## src/rtl/pcie_ltssm_ctrl.sv

```systemverilog
// LTSSM top-level controller: sequences Detect/Polling/Configuration/L0/Recovery substates
// towards the TX and RX sub-blocks and holds the shared link parameters.
module pcie_ltssm_ctrl #(
    parameter int Width          = 32,
    parameter int DEVICETYPE     = 0,
    parameter int GEN1_PIPEWIDTH = 8,
    parameter int GEN2_PIPEWIDTH = 8,
    parameter int GEN3_PIPEWIDTH = 8,
    parameter int GEN4_PIPEWIDTH = 8,
    parameter int GEN5_PIPEWIDTH = 8
) (
    input  logic       clk,
    input  logic       reset,
    input  logic [3:0] lpifStateRequest,
    input  logic       forceDetect,
    input  logic       finishTx,
    input  logic       finishRx,
    input  logic [3:0] gotoTx,
    input  logic [3:0] gotoRx,
    input  logic [4:0] numberOfDetectedLanesIn,
    input  logic       writeNumberOfDetectedLanes,
    input  logic [7:0] rateIdIn,
    input  logic       writeRateId,
    input  logic       upConfigureCapabilityIn,
    input  logic       writeUpconfigureCapability,
    input  logic [7:0] linkNumberInTx,
    input  logic [7:0] linkNumberInRx,
    input  logic       writeLinkNumberTx,
    input  logic       writeLinkNumberRx,
    output logic [3:0] substateTx,
    output logic [3:0] substateRx,
    output logic [4:0] numberOfDetectedLanesOut,
    output logic [7:0] rateIdOut,
    output logic       upConfigureCapabilityOut,
    output logic [7:0] linkNumberOutTx,
    output logic [7:0] linkNumberOutRx,
    output logic [3:0] lpifStateStatus,
    output logic       linkUp,
    output logic [2:0] GEN,
    output logic [1:0] width
);

    typedef enum logic [3:0] {
        StDetectQuiet       = 4'd0,
        StDetectActive      = 4'd1,
        StPollingActive     = 4'd2,
        StPollingConfig     = 4'd3,
        StCfgLinkWidthStart = 4'd4,
        StCfgLinkWidthAccept= 4'd5,
        StCfgLaneNumWait    = 4'd6,
        StCfgLaneNumAccept  = 4'd7,
        StCfgComplete       = 4'd8,
        StCfgIdle           = 4'd9,
        StL0                = 4'd10,
        StRecRcvrLock       = 4'd11,
        StRecRcvrCfg        = 4'd12,
        StRecIdle           = 4'd13,
        StIdle              = 4'd15
    } substateT;

    substateT   substateQ, substateD;
    substateT   pendingQ, pendingD;
    logic       doneTxQ, doneTxD;
    logic       doneRxQ, doneRxD;
    logic [3:0] gotoTxQ, gotoTxD;
    logic [3:0] gotoRxQ, gotoRxD;
    logic [2:0] genQ, genD;
    logic       linkUpQ, linkUpD;

    logic       needRx;
    logic       advance;
    substateT   target;

    logic [4:0] lanesQ;
    logic [7:0] rateIdQ;
    logic       upCfgQ;
    logic [7:0] linkNumQ;

    int         pipeWidth;

    // Width and DEVICETYPE only matter to the TX/RX sub-blocks.
    logic unusedParams;
    assign unusedParams = (Width == 0) ^ (DEVICETYPE == 0);

    // Highest supported generation advertised in rateId bits 5..1.
    function automatic logic [2:0] highestGen(input logic [4:0] rates);
        if (rates[4])      return 3'd5;
        else if (rates[3]) return 3'd4;
        else if (rates[2]) return 3'd3;
        else if (rates[1]) return 3'd2;
        else               return 3'd1;
    endfunction

    // State register for the substate sequencer.
    always_ff @(posedge clk) begin
        if (reset) begin
            substateQ <= StDetectQuiet;
            pendingQ  <= StDetectQuiet;
            doneTxQ   <= 1'b0;
            doneRxQ   <= 1'b0;
            gotoTxQ   <= 4'd0;
            gotoRxQ   <= 4'd0;
            genQ      <= 3'd1;
            linkUpQ   <= 1'b0;
        end else begin
            substateQ <= substateD;
            pendingQ  <= pendingD;
            doneTxQ   <= doneTxD;
            doneRxQ   <= doneRxD;
            gotoTxQ   <= gotoTxD;
            gotoRxQ   <= gotoRxD;
            genQ      <= genD;
            linkUpQ   <= linkUpD;
        end
    end

    // Next-state: handshake collection, one-cycle Idle handover, retrain and forced detect.
    always_comb begin
        substateD = substateQ;
        pendingD  = pendingQ;
        doneTxD   = doneTxQ | finishTx;
        doneRxD   = doneRxQ | finishRx;
        gotoTxD   = finishTx ? gotoTx : gotoTxQ;
        gotoRxD   = finishRx ? gotoRx : gotoRxQ;
        genD      = genQ;

        // Detect substates are driven by TX alone.
        needRx  = (substateQ != StDetectQuiet) && (substateQ != StDetectActive);
        advance = doneTxQ && (doneRxQ || !needRx);
        target  = needRx ? substateT'(gotoRxQ) : substateT'(gotoTxQ);

        if (forceDetect) begin
            substateD = StDetectQuiet;
            pendingD  = StDetectQuiet;
            doneTxD   = 1'b0;
            doneRxD   = 1'b0;
            genD      = 3'd1;
        end else if (substateQ == StIdle) begin
            substateD = pendingQ;
        end else if ((substateQ == StL0) && (lpifStateRequest == 4'd2)) begin
            substateD = StIdle;
            pendingD  = StRecRcvrLock;
            doneTxD   = 1'b0;
            doneRxD   = 1'b0;
        end else if (advance) begin
            substateD = StIdle;
            pendingD  = target;
            doneTxD   = 1'b0;
            doneRxD   = 1'b0;
            if ((substateQ == StRecRcvrCfg) && (target == StRecIdle) &&
                (rateIdQ[5:1] != 5'd0)) begin
                genD = highestGen(rateIdQ[5:1]);
            end
        end

        // Idle handover holds the previous link state.
        case (substateD)
            StL0, StRecRcvrLock, StRecRcvrCfg, StRecIdle: linkUpD = 1'b1;
            StIdle:                                       linkUpD = linkUpQ;
            default:                                      linkUpD = 1'b0;
        endcase
    end

    // Outputs: LPIF status decode and PIPE width code for the current generation.
    always_comb begin
        case (substateQ)
            StL0:                                   lpifStateStatus = 4'd1;
            StRecRcvrLock, StRecRcvrCfg, StRecIdle: lpifStateStatus = 4'd2;
            default:                                lpifStateStatus = 4'd0;
        endcase

        case (genQ)
            3'd2:    pipeWidth = GEN2_PIPEWIDTH;
            3'd3:    pipeWidth = GEN3_PIPEWIDTH;
            3'd4:    pipeWidth = GEN4_PIPEWIDTH;
            3'd5:    pipeWidth = GEN5_PIPEWIDTH;
            default: pipeWidth = GEN1_PIPEWIDTH;
        endcase

        if (pipeWidth == 32)      width = 2'd2;
        else if (pipeWidth == 16) width = 2'd1;
        else                      width = 2'd0;
    end

    // Shared link parameters; kept across forced detect, cleared only by reset.
    always_ff @(posedge clk) begin
        if (reset) begin
            lanesQ   <= 5'd0;
            rateIdQ  <= 8'd0;
            upCfgQ   <= 1'b0;
            linkNumQ <= 8'd0;
        end else begin
            if (writeNumberOfDetectedLanes) lanesQ  <= numberOfDetectedLanesIn;
            if (writeRateId)                rateIdQ <= rateIdIn;
            if (writeUpconfigureCapability) upCfgQ  <= upConfigureCapabilityIn;
            // RX link number takes precedence on a simultaneous write.
            if (writeLinkNumberRx)      linkNumQ <= linkNumberInRx;
            else if (writeLinkNumberTx) linkNumQ <= linkNumberInTx;
        end
    end

    assign substateTx               = substateQ;
    assign substateRx               = substateQ;
    assign numberOfDetectedLanesOut = lanesQ;
    assign rateIdOut                = rateIdQ;
    assign upConfigureCapabilityOut = upCfgQ;
    assign linkNumberOutTx          = linkNumQ;
    assign linkNumberOutRx          = linkNumQ;
    assign linkUp                   = linkUpQ;
    assign GEN                      = genQ;

endmodule

```

## config.mk

```make
export PLATFORM = sky130hd
export DESIGN_NAME = pcie_ltssm_ctrl
export DESIGN_NICKNAME = d
export VERILOG_FILES = /design/src/rtl/pcie_ltssm_ctrl.sv
export SDC_FILE = /design/constraint.sdc
export NUM_CORES = 1
export LEC_CHECK = 0
export ABC_AREA = 1
export CAP_MARGIN = 20
export CORE_MARGIN = 4
export CORE_UTILIZATION = 36
export CTS_CLUSTER_DIAMETER = 80
export DETAILED_ROUTE_END_ITERATION = 16
export PLACE_DENSITY_LB_ADDON = 0.12
export SYNTH_ARGS = -nofsm -noshare
export SYNTH_HDL_FRONTEND = slang
export SYNTH_SLANG_ARGS = --single-unit
```

## constraint.sdc

```tcl
create_clock -name clk -period 1.4 [get_ports clk]
set_clock_uncertainty 0.2 [all_clocks]
set_input_delay 0.28 -clock clk [delete_from_list [all_inputs] [get_ports clk]]
set_output_delay 0.28 -clock clk [all_outputs]
set_load 0.02 [all_outputs]
```

# Yosys cells after proc, flatten, opt, wreduce, memory -nomap -nowiden
# Cells that the tools add are included.
# op_classes
n_eq_ne	13
mux	21
n_bitwise	4
n_reduce_logical	16
# ops
cell	count
4-bit == test, second input constant	11
4-bit two-way mux	7
8-bit two-way mux	2
1-bit two-way mux	6
3-bit two-way mux	2
1-bit logical AND	5
5-bit nonzero test	1
4-bit by 2-bit == test with 1-bit output, second input constant	1
2-bit two-way mux	2
4-bit by 1-bit != test with 1-bit output, second input constant	1
2-bit case mux with 2 select lines	1
4-bit AND reduction	1
2-bit nonzero test	2
4-bit nonzero test	1
4-bit OR reduction	1
3-bit OR reduction	1
1-bit inverter	2
1-bit OR	2
1-bit case mux with 2 select lines	1
2-bit AND reduction	1
2-bit OR reduction	1
1-bit zero test	1
1-bit logical OR	1
# word_totals
regBits	44
inputBits	52
output_inout_bits	48
wordCells	66

# Depth between registers and ports, before layout
# Gate-level depths: netlist of the first run.
# depth
depth_word	12
mapped_depth	10
depth_no_buf	10

# Worst setup path after synthesis of the first run
# OpenSTA, ideal clock, no wires.
# synth_timing
path_kind	register to output
from	reg substateQ[3], in the netlist substateRx[3]
to	out lpifStateStatus[1]
t_arrival_ps	1223
t_required_ps	920
path_slack_ps	-303
path_stages_with_launch	3
n_path_buf	0
path_cell_list	dfxtp_1 > nand2_1 > o21ai_0
# synth_via
elab_chain_len	3
word_cells_on_any_way	6
# synth_lines
item	line	rtl
start, declared	61	substateT substateQ, substateD;
start signal, assigned	97	substateQ <= StDetectQuiet;
start signal, assigned	106	substateQ <= substateD;
4-bit == test	166	case (substateQ)
3-bit OR reduction	166	
2-bit case mux with 2 select lines (*)	166	
end, declared	37	output logic [3:0] lpifStateStatus,
# Mark *: on every way between the ends. The rest lies on a longest branch, timed or not.

# Worst setup path in the final report of the first run
# layout_timing
from	reg substateQ[3], in the netlist substateRx[3]
to	reg genQ[0], in the netlist GEN[0]
# layout_via
elab_chain_len	7
word_cells_on_any_way	17
# layout_lines
item	line	rtl
4-bit by 1-bit != test with 1-bit output or 4-bit nonzero test (tied branches)	128	needRx = (substateQ != StDetectQuiet) && (substateQ != StDetectActive);
1-bit logical AND	128	
4-bit two-way mux	130	target = needRx ? substateT'(gotoRxQ) : substateT'(gotoTxQ);
4-bit == test	150	if ((substateQ == StRecRcvrCfg) && (target == StRecIdle) &&
1-bit logical AND (2 in series)	150	
4-bit AND reduction (no source line) (*)	-	
end signal, assigned	112	genQ <= genD;
end, declared	67	logic [2:0] genQ, genD;
# Marked as above.
# A chain may end at the register's enable or synchronous reset.

==> results.json, run 1 <==
{
  "die_height_um": 83.6,
  "cp.arrival_ns": 1.60,
  "crit-reg2reg-launch": "substateRx[3]",
  "core-area_um2": 5510,
  "layout_commonest_cell": "nand2_1",
  "grt_max_degree": 31,
  "cap_violations": 0,
  "powerDensity_nw_per_um2": 841,
  "clock-sinks": 44,
  "drtIter0Drc": 87,
  "antenna_cells": 0,
  "dpl.hpwl_mm": 4.23,
  "numPortBuffers": 95,
  "violations": "negative setup slack",
  "ys_ff_latch": 44,
  "hp-class": "input port to register",
  "yosysUniqueCellTypes": 24,
  "fin_cells": 483,
  "wl_mm": 5.60,
  "path_max_fanout": 7,
  "leakagePower_nw": 1.61,
  "crit_path_end_kind": "register",
  "synthTopCellsByArea": "dfxtp_1, nand2_1, nor2_1, o21ai_0, inv_1",
  "post-route-util": 0.611,
  "status": "finished with violations",
  "cts_tree": "yes",
  "nets": 462,
  "fin_crit_ns": 1.61,
  "fmax_mhz": 619,
  "vias": 2115,
  "synth_area_um2": 2060,
  "cp-start-kind": "register",
  "worstSetupPathType": "register to register",
  "io_pins": 100,
  "finalMaxSlewViolations": 0,
  "rsz0062_at_grt": "yes",
  "worstSetupStartpoint": "substateRx[3]",
  "post_drt_via_cell_ratio": 4.38,
  "drt-pass1-iter-count": 4,
  "setup_violations": 16,
  "synth_top_area_frac": 0.428,
  "grt_pass1_vias": 1998,
  "antenna_found_initial": 0,
  "cp.required_ns": 1.38,
  "grt_pass1_wl_mm": 8.91,
  "place_congestion": 0.807,
  "clkSlewWorstSetupHoldPaths_ns": 0.08,
  "die-width_um": 83.6,
  "htree_levels": 2,
  "syn_inst": 287,
  "yosys_warnings": 0,
  "cts_buffers": 5,
  "dp_cells": 471,
  "fin_setup_tns_ns": -2.25,
  "ir_drop_mv": 0.422,
  "antenna_left": 0,
  "period_share": 1.15,
  "avgSynthCellArea_um2": 7.16,
  "worstSkewPairLatency_ns": 0.29,
  "synth_seq_area_share": 0.428,
  "overflow": 0,
  "final_cell_mix": "nand2_1, clkdlybuf4s50_1, dfxtp_1, nor2_1, buf_4",
  "final_hold_viol_count": 0,
  "num_rows": 27,
  "yosys.area.top_type": "dfxtp_1",
  "clock_path_buffers": 2,
  "setup_ws_ns": -0.215,
  "drc_errors": 0,
  "syn_to_final_growth_pct": 63.7,
  "cts-root-buf": "clkbuf_8",
  "start_util": 0.373,
  "wl_per_cell_um": 11.6,
  "drive_gt1_frac": 0.321,
  "die_area_um2": 6980,
  "grt_usage": 0.155,
  "hold_start": "reset"
}
==> registers in the layout, indices dropped and copies added (netlist names), 3 cells and up <==
signal,count
linkNumberOutRx,8
rateIdOut,8
numberOfDetectedLanesOut,5
gotoRxQ,4
gotoTxQ,4
pendingQ,4
substateRx,4
GEN,3
==> through the flow <==
| stage | hold WS, ns | setup WS, ns | area (um^2) | power, mW |
|---|---|---|---|---|
| after floorplan | 0.144 | -0.0745 | 2090 | 1.70 |
| after global placement | 0.241 | -0.433 | 3270 | 2.04 |
| after detailed placement | 0.248 | -0.483 | 3270 | 2.05 |
| after CTS | 0.261 | -0.222 | 3360 | 2.86 |
| after global routing | 0.127 | -0.311 | 3370 | 2.98 |
| final | 0.125 | -0.215 | 3370 | 2.83 |
==> critical path: stages, from the launching register on <==
cell	delay [ns]
dfxtp_4	0.36
buf_6	0.12
nor2_4	0.16
nand2_4	0.10
a21oi_2	0.13
nand2_1	0.09
nor2_4	0.12
nand2_2	0.09
nand2_2	0.06
o211ai_2	0.06
==> per-layer routing <==
layer,global-route usage,vias up,routed length [um]
met2,0.264,57,2640
met4,0.0526,0,112
met1,0.182,919,2520
met5,0,-,0
met3,0.0523,10,336
li1,-,1129,-
==> Yosys cell counts <==
master     n
nor2_1    39
inv_1     33
inv_2      1
or2_2      1
nand2_2    3
o21ai_2    2
clkbuf_1   5
nand3_2    1
a21oi_1   20
o31ai_1    2
o21ai_1    1
conb_1     1
nand3_1   17
clkinv_2   1
dfxtp_1   44
a21oi_2    2
o21ai_0   25
nand2_4    4
nand4_1    1
nor2_4     5
clkinv_1   1
nand2_1   61
buf_4     16
o211ai_2   1
==> where the power goes <==
| part | internal [mW] | switching (mW) |
|---|---|---|
| sequential | 1.31 | 0.0388 |
| clock | 0.401 | 0.423 |
| combinational | 0.326 | 0.327 |
==> final timing paths <==
check                       end  slack (ns)  cells past startpoint
setup / recovery         GEN[0]       -0.21                      9
hold / removal    substateRx[0]        0.12                      3
setup reg to reg         GEN[0]       -0.21                      9
hold reg to reg     pendingQ[0]        0.26                      2
==> cell families (layout without fill, tap and decap cells) <==
| group | count (synthesis) | count (layout) | synth area share |
|---|---|---|---|
| AO/OA/AOI/OAI | 53 | 53 | 0.142 |
| buffers and inverters | 57 | 178 | 0.134 |
| flip-flops | 44 | 44 | 0.428 |
| other | 1 | 4 | 0.00182 |
| AND/OR/NAND/NOR | 132 | 132 | 0.293 |
==> what timing repair did <==
action                     CTS  global route
setup endpoints to repair   66            52
pin swaps                    3             1
cloned                       0             2
buffers inserted             2             1
resized for setup          190            32
hold buffers                 0             0
==> layout make-up <==
class / count / area, um^2
Clock inverter: 1 / 7.51
Inverter: 36 / 144
Clock buffer: 7 / 86.3
Multi-Input combinational cell: 189 / 992
Tap cell: 72 / 90.1
Timing Repair Buffer: 134 / 1150
Fill cell: 519 / 2140
Sequential cell: 44 / 893
No activity file was read; power rests on OpenSTA's default activity.
==> inputs of run 2 (changes only) <==
--- a/config.mk
+++ b/config.mk
@@ -7,7 +7,7 @@
 export LEC_CHECK = 0
 export ABC_AREA = 1
 export CAP_MARGIN = 20
-export CORE_MARGIN = 4
+export CORE_MARGIN = 1.5
 export CORE_UTILIZATION = 36
 export CTS_CLUSTER_DIAMETER = 80
 export DETAILED_ROUTE_END_ITERATION = 16
==> results.json, run 2 (same netlist as run 1, synthesis figures left out) <==
{
  "pwr-share-clk": 0.284,
  "clock_path_buffers": 2,
  "syn_to_final_growth_pct": 63.3,
  "cts-root-buf": "clkbuf_8",
  "setup_violations": 20,
  "seqPwrFrac": 0.485,
  "cts_buffers": 5,
  "leakagePower_nw": 1.57,
  "final_hold_viol_count": 0,
  "place_congestion": 0.775,
  "overflow": 0,
  "nets": 461,
  "dpl.hpwl_mm": 3.98,
  "fin_hold_ws_ns": 0.263,
  "htree_levels": 2,
  "drtIter0Drc": 66,
  "numPortBuffers": 95,
  "die-width_um": 78.6,
  "critPathMaxStageDelay_ns": 0.37,
  "fin_cells": 482,
  "grt_usage": 0.170,
  "cap_violations": 0,
  "finalMaxSlewViolations": 0,
  "drive_gt1_frac": 0.320,
  "drt-pass1-iter-count": 4,
  "cp-start-kind": "register",
  "path_max_fanout": 7,
  "clock-sinks": 44,
  "die_height_um": 78.6,
  "antenna_left": 0,
  "crit_path_cell_trace": "buf_6 > nor2_4 > nand2_4 > a21oi_4 > nand2_2 > nor2_4 > nand2_2 > nand2_1 > a21oi_2",
  "power.internal_mw": 1.99,
  "grt_pass1_wl_mm": 8.47,
  "die_area_um2": 6170,
  "cts_hold_buf": 0,
  "cp.required_ns": 1.38,
  "clkSlewWorstSetupHoldPaths_ns": 0.08,
  "worstSkewPairLatency_ns": 0.29,
  "vias": 2104,
  "ir_drop_mv": 0.433,
  "start_util": 0.373,
  "antenna_cells": 0,
  "power_mw": 2.79,
  "fin_crit_ns": 1.62,
  "p_switching_uw": 800,
  "p_sw_frac": 0.287,
  "crit_family": "simple AND/OR/NAND/NOR gates",
  "powerDensity_nw_per_um2": 831,
  "grt_pass1_vias": 1926,
  "crit_path_end_kind": "register",
  "worstSetupPathType": "register to register",
  "drc_errors": 0,
  "fmax_mhz": 616,
  "rsz0062_at_grt": "yes",
  "cts_tree": "yes",
  "io_pins": 100,
  "period_share": 1.16,
  "cp.arrival_ns": 1.60,
  "hp-class": "register to register",
  "dp_cells": 471,
  "setup_ws_ns": -0.223,
  "num_rows": 27,
  "violations": "negative setup slack",
  "wl_mm": 5.10,
  "comb_power_share": 0.230,
  "grt_max_degree": 31,
  "critPathBufInv": 1,
  "final_cell_mix": "nand2_1, clkdlybuf4s50_1, dfxtp_1, nor2_1, buf_4",
  "antenna_found_initial": 0,
  "place_ws_ns": -0.481,
  "core-area_um2": 5510,
  "layout_commonest_cell": "nand2_1",
  "cpMaxStageDelayCell": "dfxtp_4",
  "wl_per_cell_um": 10.6,
  "status": "finished with violations",
  "post_drt_via_cell_ratio": 4.37
}
[run 2: stage by stage]
step / util / instance area [um^2] / TNS (ns)
after floorplan: - / 2090 / -0.552
after global placement: 0.594 / 3270 / -14.21
after detailed placement: 0.594 / 3270 / -14.64
after CTS: 0.611 / 3360 / -2.58
after global routing: 0.610 / 3360 / -4.21
final: 0.610 / 3360 / -2.63
[run 2: what timing repair did]
action	in CTS	in global routing
buffers inserted	2	1
setup endpoints to repair	66	41
resized for setup	189	31
pin swaps	6	2
[run 2: final cells by class]
cell class / count / area, um^2
Clock buffer: 5 / 68.8
Sequential cell: 44 / 893
Multi-Input combinational cell: 189 / 1020
Tap cell: 72 / 90.1
Inverter: 36 / 143
Fill cell: 528 / 2150
Clock inverter: 3 / 23.8
Timing Repair Buffer: 133 / 1120
[run 2: worst reg2reg max path, cell delays in order, from the launching register on]
cell and delay, ns:
dfxtp_4 0.37, buf_6 0.12, nor2_4 0.17, nand2_4 0.11, a21oi_4 0.15, nand2_2 0.07
nor2_4 0.12, nand2_2 0.09, nand2_1 0.08, a21oi_2 0.05
[run 2: metal layers]
layer  up-vias  share of wire  track usage
met5         -              0            0
met4         0         0.0047       0.0429
met3         2          0.055       0.0407
met2        58           0.49        0.290
met1       920           0.45        0.214
li1       1124              -            -
[run 2: worst paths after layout]
path	cells after the start	startpoint	end	slack, ns
max reg2reg	9	substateRx[3]	GEN[1]	-0.22
min	2	gotoRxQ[3]	gotoRxQ[3]	0.26
max	9	substateRx[3]	GEN[1]	-0.22
min reg2reg	2	gotoRxQ[3]	gotoRxQ[3]	0.26
[run 2: power by group through the flow]
stage | logic [mW] | registers (mW) | clock network (mW)
2_1_floorplan | 0.263 | 1.44 | 0
3_3_place_gp | 0.660 | 1.38 | 0
3_5_place_dp | 0.665 | 1.38 | 0
4_1_cts | 0.645 | 1.35 | 0.813
5_1_grt | 0.701 | 1.36 | 0.861
6_report | 0.642 | 1.35 | 0.793
